$ cat config.mk
export PLATFORM = sky130hd
export DESIGN_NAME = fifo_wr_arbiter
export DESIGN_NICKNAME = d
export VERILOG_FILES = /design/src/rtl/fifo_wr_arbiter.sv
export SDC_FILE = /design/constraint.sdc
export NUM_CORES = 1
export LEC_CHECK = 0
export CAP_MARGIN = 20
export CORE_MARGIN = 2
export CORE_UTILIZATION = 31
export CTS_BUF_LIST = sky130_fd_sc_hd__clkbuf_4 sky130_fd_sc_hd__clkbuf_8
export DETAILED_ROUTE_END_ITERATION = 7
export PLACE_DENSITY = 0.92
export SYNTH_ARGS = -nofsm -noshare
export SYNTH_HDL_FRONTEND = slang
export SYNTH_SLANG_ARGS = --single-unit
$ cat constraint.sdc
create_clock -name clk -period 2.8 [get_ports clk]
set_clock_uncertainty 0.1 [all_clocks]
set_input_delay 0.42 -clock clk [delete_from_list [all_inputs] [get_ports clk]]
set_output_delay 0.42 -clock clk [all_outputs]
set_load 0.02 [all_outputs]
$ cat src/rtl/fifo_wr_arbiter.sv
// fifo_wr_arbiter: round-robin arbiter sharing one FIFO write port among NUM_REQ requesters.
// Define ARB_BURST_LOCK_EN to compile in burst-lock (up to MAX_BURST consecutive words per owner).
module fifo_wr_arbiter #(
   parameter int NUM_REQ    = 4,
   parameter int DATA_WIDTH = 8,
   parameter int MAX_BURST  = 4
) (
   input  logic                          clk,
   input  logic                          rst,
   input  logic [NUM_REQ-1:0]            req_i,
   input  logic [NUM_REQ*DATA_WIDTH-1:0] req_data_i,
   output logic [NUM_REQ-1:0]            gnt_o,
   output logic                          fifo_wr_en_o,
   output logic [DATA_WIDTH-1:0]         fifo_din_o,
   input  logic                          fifo_full_i,
   output logic [$clog2(NUM_REQ)-1:0]    last_owner_o,
   output logic                          locked_o,
   output logic [$clog2(NUM_REQ)-1:0]    dbg_rr_ptr_o,
   output logic [7:0]                    dbg_burst_cnt_o
);

   localparam int IW = $clog2(NUM_REQ);
   typedef logic [IW-1:0] idx_t;

   if (NUM_REQ < 2 || NUM_REQ > 16 || MAX_BURST < 1 || MAX_BURST > 255) begin : g_bad_param
      $error("fifo_wr_arbiter: parameter out of range");
   end

   // Handshake: req_i[i] is a valid that stays high with its word until gnt_o[i]
   // is seen high in the same cycle; gnt_o is the one-cycle accept, the FIFO is the only back-pressure.

   idx_t                  rr_ptr_q, rr_ptr_d;
   idx_t                  last_owner_q, last_owner_d;
   idx_t                  win_idx;
   logic [DATA_WIDTH-1:0] win_data;
   logic                  grant;
   int                    cand;

`ifdef ARB_BURST_LOCK_EN
   localparam logic [7:0] MAX_B8 = 8'(MAX_BURST);
   logic [7:0] burst_cnt_q, burst_cnt_d, cnt_new;
   logic       locked_q, locked_d;
`endif

   function automatic idx_t wrap_inc(input idx_t v);
      if (v == idx_t'(NUM_REQ-1)) return '0;
      return v + idx_t'(1);
   endfunction

   // Descending scan so the candidate closest to rr_ptr_q is the last (winning) assignment.
   always_comb begin
      win_idx = '0;
      cand    = 0;
      for (int k = NUM_REQ-1; k >= 0; k--) begin
         cand = int'(rr_ptr_q) + k;
         if (cand >= NUM_REQ) cand = cand - NUM_REQ;
         if (req_i[idx_t'(cand)]) win_idx = idx_t'(cand);
      end
   end

   always_comb begin
      win_data = '0;
      for (int i = 0; i < NUM_REQ; i++)
         if (win_idx == idx_t'(i)) win_data = req_data_i[i*DATA_WIDTH +: DATA_WIDTH];
   end

   assign grant = (|req_i) & ~fifo_full_i & ~rst;

   // State register
   always_ff @(posedge clk or posedge rst) begin
      if (rst) begin
         rr_ptr_q     <= '0;
         last_owner_q <= '0;
`ifdef ARB_BURST_LOCK_EN
         burst_cnt_q  <= '0;
         locked_q     <= 1'b0;
`endif
      end else begin
         rr_ptr_q     <= rr_ptr_d;
         last_owner_q <= last_owner_d;
`ifdef ARB_BURST_LOCK_EN
         burst_cnt_q  <= burst_cnt_d;
         locked_q     <= locked_d;
`endif
      end
   end

   // Next-state logic
   always_comb begin
      rr_ptr_d     = rr_ptr_q;
      last_owner_d = last_owner_q;
`ifdef ARB_BURST_LOCK_EN
      burst_cnt_d  = burst_cnt_q;
      locked_d     = locked_q;
      cnt_new      = 8'd1;
`endif
      if (grant) begin
         last_owner_d = win_idx;
`ifdef ARB_BURST_LOCK_EN
         if (win_idx != last_owner_q || !locked_q) cnt_new = 8'd1;
         else                                      cnt_new = burst_cnt_q + 8'd1;
         if (cnt_new < MAX_B8) begin
            rr_ptr_d    = win_idx;
            burst_cnt_d = cnt_new;
            locked_d    = 1'b1;
         end else begin
            rr_ptr_d    = wrap_inc(win_idx);
            burst_cnt_d = 8'd0;
            locked_d    = 1'b0;
         end
`else
         rr_ptr_d = wrap_inc(win_idx);
`endif
      end
`ifdef ARB_BURST_LOCK_EN
      // Owner went idle with the FIFO able to take data: hand the port on.
      else if (locked_q && !fifo_full_i && !req_i[last_owner_q]) begin
         locked_d = 1'b0;
         rr_ptr_d = wrap_inc(last_owner_q);
      end
`endif
   end

   // Outputs
   always_comb begin
      gnt_o        = '0;
      fifo_wr_en_o = grant;
      fifo_din_o   = '0;
      if (grant) begin
         gnt_o      = NUM_REQ'(1) << win_idx;
         fifo_din_o = win_data;
      end
   end

   assign last_owner_o = last_owner_q;
   assign dbg_rr_ptr_o = rr_ptr_q;
`ifdef ARB_BURST_LOCK_EN
   assign locked_o        = locked_q;
   assign dbg_burst_cnt_o = burst_cnt_q;
`else
   assign locked_o        = 1'b0;
   assign dbg_burst_cnt_o = 8'd0;
`endif

endmodule

# Word-level counts from Yosys, hierarchy flattened
# Cells that the tools add are included.
# W data, S select, Z words.
dict set report word_totals {
  regBits 4
  output_inout_bits 26
}
dict set report classes {
  add_sub_neg 8
  order_cmp 8
  n_eq_ne 3
  n_shift 1
  n_mux 26
  bitwise_logic 4
  reduce_logical 2
}
# op n
set ops {}
lappend ops {{$mux W8} 5}
lappend ops {{$mux W2} 10}
lappend ops {{$lt A2 B3 Y1 const B} 4}
lappend ops {{$ge A3 B3 Y1 const B} 3}
lappend ops {{$bmux W1 S2} 4}
lappend ops {{$sub A2 B1 Y2 const B} 4}
lappend ops {{$add A2 B2 Y3 const B} 2}
lappend ops {{$mux W1} 6}
lappend ops {{$eq A2 B2 Y1 const B} 2}
lappend ops {{$mux W4} 1}
lappend ops {{$reduce_or A4 Y1} 1}
lappend ops {{$shl A1 B2 Y4 const A} 1}
lappend ops {{$add A2 B1 Y3 const B} 1}
lappend ops {{$ge A2 B3 Y1 const B} 1}
lappend ops {{$add A2 B1 Y2 const B} 1}
lappend ops {{$and A1 B1 Y1} 2}
lappend ops {{$eq A2 B1 Y1 const B} 1}
lappend ops {{$logic_not A2 Y1} 1}
lappend ops {{$not A1 Y1} 2}

# Depth between registers and ports, before layout
dict set report depth {
  depth_word 15
  depth_mapped 10
  depth_no_buf 9
}

# Worst setup path before layout
# OpenSTA, ideal clock, no wires.
dict set report synth_timing {
  kind {register to output}
  startpoint {register rr_ptr_q[0], in the netlist dbg_rr_ptr_o[0]}
  endpoint {output port fifo_din_o[0]}
  arrival_time_ps 2200
  t_required_ps 2280
  setup_slack_ps 80
  stages_incl_launch_ff 11
  path_buffers 1
  path_cell_list {dfrtp_1 -> nor2b_1 -> nor3b_1 -> o22ai_1 -> inv_1 -> ha_1 -> nor2b_1 -> buf_2 -> a221oi_1 -> a211o_1 -> a21oi_1}
}
dict set report synth_via {
  elab_chain_len 15
  word_cells_on_any_way 36
  cone_classes {7 x add/sub; 4 x order compare; 3 x eq/ne; 21 x mux; 1 x reduce/logical}
}
# item line
set synth_lines {}
lappend synth_lines {{from (decl)} 32} ;# idx_t rr_ptr_q, rr_ptr_d;
lappend synth_lines {{from (signal assigned)} 79} ;# rr_ptr_q <= rr_ptr_d;
lappend synth_lines {{$add A2 B2 Y3} 55} ;# cand = int'(rr_ptr_q) + k;
lappend synth_lines {{$ge A3 B3 Y1 / $sub A2 B1 Y2 (equally long branches)} 56} ;# if (cand >= NUM_REQ) cand = cand - NUM_REQ;
lappend synth_lines {{$mux W2} 56}
lappend synth_lines {{$bmux W1 S2} 57} ;# if (req_i[idx_t'(cand)]) win_idx = idx_t'(cand);
lappend synth_lines {{$mux W1 (implied by the code)} 57}
lappend synth_lines {{$mux W2 (3 in series)} 57}
lappend synth_lines {{$mux W2 *} 57}
lappend synth_lines {{named net win_idx[0]} 34} ;# idx_t win_idx;
lappend synth_lines {{$logic_not A2 Y1} 64} ;# if (win_idx == idx_t'(i)) win_data = req_data_i[i*DATA_WIDTH +: DATA_WIDTH];
lappend synth_lines {{$mux W8 (3 in series)} 64}
lappend synth_lines {{$mux W8 *} 64}
lappend synth_lines {{$mux W8 *} 129} ;# if (grant) begin
lappend synth_lines {{to (decl)} 14} ;# output logic [DATA_WIDTH-1:0] fifo_din_o,
# The timed path passes the listed nets; every way through them passes the cells marked *. The select of a mux whose other input is x is not followed.

# Worst setup path after layout
dict set report layout_timing {
  startpoint {input port req_i[1]}
  endpoint {output port fifo_din_o[1]}
}
dict set report layout_via {
  elab_chain_len 12
  word_cells_on_any_way 24
  cone_classes {3 x eq/ne; 17 x mux; 2 x bitwise; 2 x reduce/logical}
}
# item line
set layout_lines {}
lappend layout_lines {{from (decl)} 10} ;# input logic [NUM_REQ-1:0] req_i,
lappend layout_lines {{$bmux W1 S2} 57}
lappend layout_lines {{$mux W1 (implied by the code)} 57}
lappend layout_lines {{$mux W2 (3 in series)} 57}
lappend layout_lines {{$mux W2 *} 57}
lappend layout_lines {{named net win_idx[1]} 34}
lappend layout_lines {{$logic_not A2 Y1} 64}
lappend layout_lines {{$mux W8 (3 in series)} 64}
lappend layout_lines {{$mux W8 *} 64}
lappend layout_lines {{$mux W8 *} 129}
# Marked as above.

==> results_dict.tcl <==
set metrics [dict create \
    cp_max_fo 6 \
    drt_drc_violations_left 0 \
    synth_top_flop_cell "dfrtp_1" \
    clock_tree.buffer_depth 2 \
    number_of_antenna_diodes 0 \
    final_hold_viol_count 0 \
    viasPerCell 4.88 \
    timing.final.ws_setup_ps -29.3 \
    tritoncts "done" \
    period_share 1.01 \
    p_comb_frac 0.851 \
    hold_ws_ps 307 \
    vias 966 \
    clock_power_share 0.055 \
    finalInstanceArea_sq_mm 0.00158 \
    die_area_sq_mm 0.00260 \
    yosys_top_cell_by_area "dfrtp_1" \
    critical_path_required_ps 2280 \
    total_area_of_sequential_cells_sq_um 101 \
    wl_mm 2.95 \
    rr_endpoint "dbg_rr_ptr_o[1]$_DFFE_PP0P_" \
    wire_length_of_the_first_global_routing_pass_mm 4.33 \
    clock_transition_at_the_registers_of_the_reported_paths_ps 40 \
    area_after_detailed_placement_sq_mm 0.00133 \
    slew_violations 0 \
    synthMostInstantiatedCell "nand2_1" \
    startpoint_type "primary input" \
    pin_count_of_the_biggest_net_entering_global_routing 13 \
    numClockSinks 4 \
    crit_path_class "in -> out" \
    final-setup-viol-count 4 \
    floorplan.io_pins 65 \
    floorplan.initialDensity 0.319 \
    worst_slack_after_detailed_placement_ps -958 \
    synth-edff-count 0 \
    fp-row-count 17 \
    synth.top_cells.by_count "nand2_1, inv_1, buf_4, a21oi_1" \
    worst_r2r_startpoint "dbg_rr_ptr_o[0]$_DFFE_PP0P_" \
    status "complete, but fails checks" \
    yosys_warnings 0 \
    cts-buffers-inserted 3 \
    total_congestion_overflow 0 \
    synth_cell_types 26 \
    post_route_cells_drive_above_1_share 0.406 \
    failed_checks "negative setup slack" \
    p_int_mw 0.707 \
    synth_area_per_cell_sq_um 7.07 \
    syn-cell-area_sq_um 686 \
    seqPwrFrac 0.094 \
    clk-insertion-delay-late_ps 230 \
    static-leakage-power_nw 0.735 \
    final_antenna_net_count 0 \
    coreArea_sq_mm 0.00215 \
    die_w_um 51.0 \
    min-delay-path-class "in -> async" \
    worst_ep_arrival_time_ps 2310 \
    antenna_found_initial 0 \
    floorplan.die.height_um 51.0 \
    vdd.ir_drop.worst_uv 589 \
    detailedPlacementHpwl_mm 2.14 \
    num-fill-cells 154 \
    synthesis_to_finish_area_growth_pct 131 \
    final_period_minus_worst_setup_slack_ps 2830 \
    drv.max_cap_violation_count 0 \
    synth.ff_latch_count 4 \
    drt-initial-drc-count 20 \
    power.density_mw_per_mm2 785 \
    total_switching_power_mw 0.535 \
    layout.nets 215 \
    cts-htree-levels 1 \
    grt_setup_unrepaired "yes" \
    rr_worst_depth 8 \
    grt_util_all_layers 0.221 \
    synth.top_cell.area_share 0.146 \
    multi_input_comb_area_sq_um 641 \
    async_flop_share 1.00 \
    cts_hold_repair.buffers 0 \
    dr.pass1.iters 4 \
    clock.fmax_ghz 0.353 \
    swShare 0.431 \
    worst-r2r-setup-slack_ps 1210 \
    synth_area_leaders "dfrtp_1, buf_4, a211o_1, a221oi_1, nand2_1" \
    timing.critical_path.to_type "output pin" \
    globalplace.congestion 0.747 \
    routed_wire_length_per_instance_um 14.9 \
    synth_sequential_area_ratio 0.146 \
    grt_pass1_vias 922 \
    clock_tree.root_cell "clkbuf_4" \
    buffers_added_on_ports 55 \
    postSynthCellCount 97 \
]
-- repair_timing --
item | in CTS | in global routing
endpoints found under the setup margin | 13 | 9
resized for setup | 83 | 14
setup buffers | 0 | 7
pin swaps | 9 | 12
-- cell families (layout without fill, tap and decap cells) --
| logic type | Yosys count | after routing | synth area share |
|---|---|---|---|
| AND/OR/NAND/NOR | 30 | 30 | 0.219 |
| AO/OA/AOI/OAI | 28 | 28 | 0.292 |
| buffers and inverters | 28 | 93 | 0.221 |
| adder cells (fa/ha/maj) | 4 | 4 | 0.0730 |
| flip-flops | 4 | 4 | 0.146 |
| multiplexers | 2 | 2 | 0.0438 |
| other | 1 | 9 | 0.00547 |
-- layout by cell type (no fill, tap or decap), drive strengths merged --
master,count
a211o,7
a21oi,9
a221oi,7
a22oi,1
a2bb2oi,1
and2,4
buf,31
clkbuf,3
clkdlybuf4s15,4
clkdlybuf4s50,40
conb,9
dfrtp,4
dlygate4sd2,3
ha,4
inv,12
mux2,2
nand2,14
nor2,3
nor2b,5
nor3,1
nor3b,1
nor4,1
o21ai,2
o22ai,1
or3,1
-- how the worst max path moves through the flow --
stage                                     start             to
global route                           req_i[1]  fifo_din_o[1]
global placement                       req_i[0]  fifo_din_o[5]
floorplan           dbg_rr_ptr_o[0]$_DFFE_PP0P_  fifo_din_o[0]
finish                                 req_i[1]  fifo_din_o[1]
CTS                 dbg_rr_ptr_o[0]$_DFFE_PP0P_  fifo_din_o[2]
detailed placement                     req_i[0]  fifo_din_o[0]
-- critical path: stages --
cell and delay, ps:
clkdlybuf4s15_2 220, buf_4 150, nor2_2 110, a2bb2oi_2 170
inv_1 110, ha_2 220, nor2b_4 150, buf_12 140
a221oi_4 60, a211o_1 230, a21oi_1 160, buf_4 170
-- final cells by class --
cell class,instances,area share
well taps,28,0.0221
repair buffers,78,0.465
clock buffers,3,0.0142
flip-flops and latches,4,0.0640
multi-input cells,73,0.405
inverters,12,0.0300
-- routing by layer --
layer / share of wire / up-vias / global-route usage
met4: 0.013 / 0 / 0.0676
met3: 0.032 / 6 / 0.0234
met5: 0 / - / 0
met2: 0.57 / 31 / 0.431
li1: - / 462 / -
met1: 0.39 / 467 / 0.247
-- registers in the layout, indices dropped and copies added (netlist names) --
register      flops
dbg_rr_ptr_o      2
last_owner_o      2
-- through the flow --
stage                     cells  setup TNS (ps)  power (mW)   util
final                       198           -77.0        1.24  0.737
after global routing        198            -901        1.32  0.737
after CTS                   191            -189        1.09  0.684
after detailed placement    189           -9220       0.887  0.617
after global placement      189           -7020       0.850  0.617
after floorplan             105               0       0.534      -
-- power groups by stage --
stage,combinational [mW],sequential [mW],clock [mW]
floorplan,0.395,0.139,0
global placement,0.747,0.103,0
detailed placement,0.780,0.107,0
CTS,0.901,0.117,0.0733
global route,1.13,0.119,0.0762
finish,1.06,0.116,0.0689
Power figures use the tool's default switching activity.
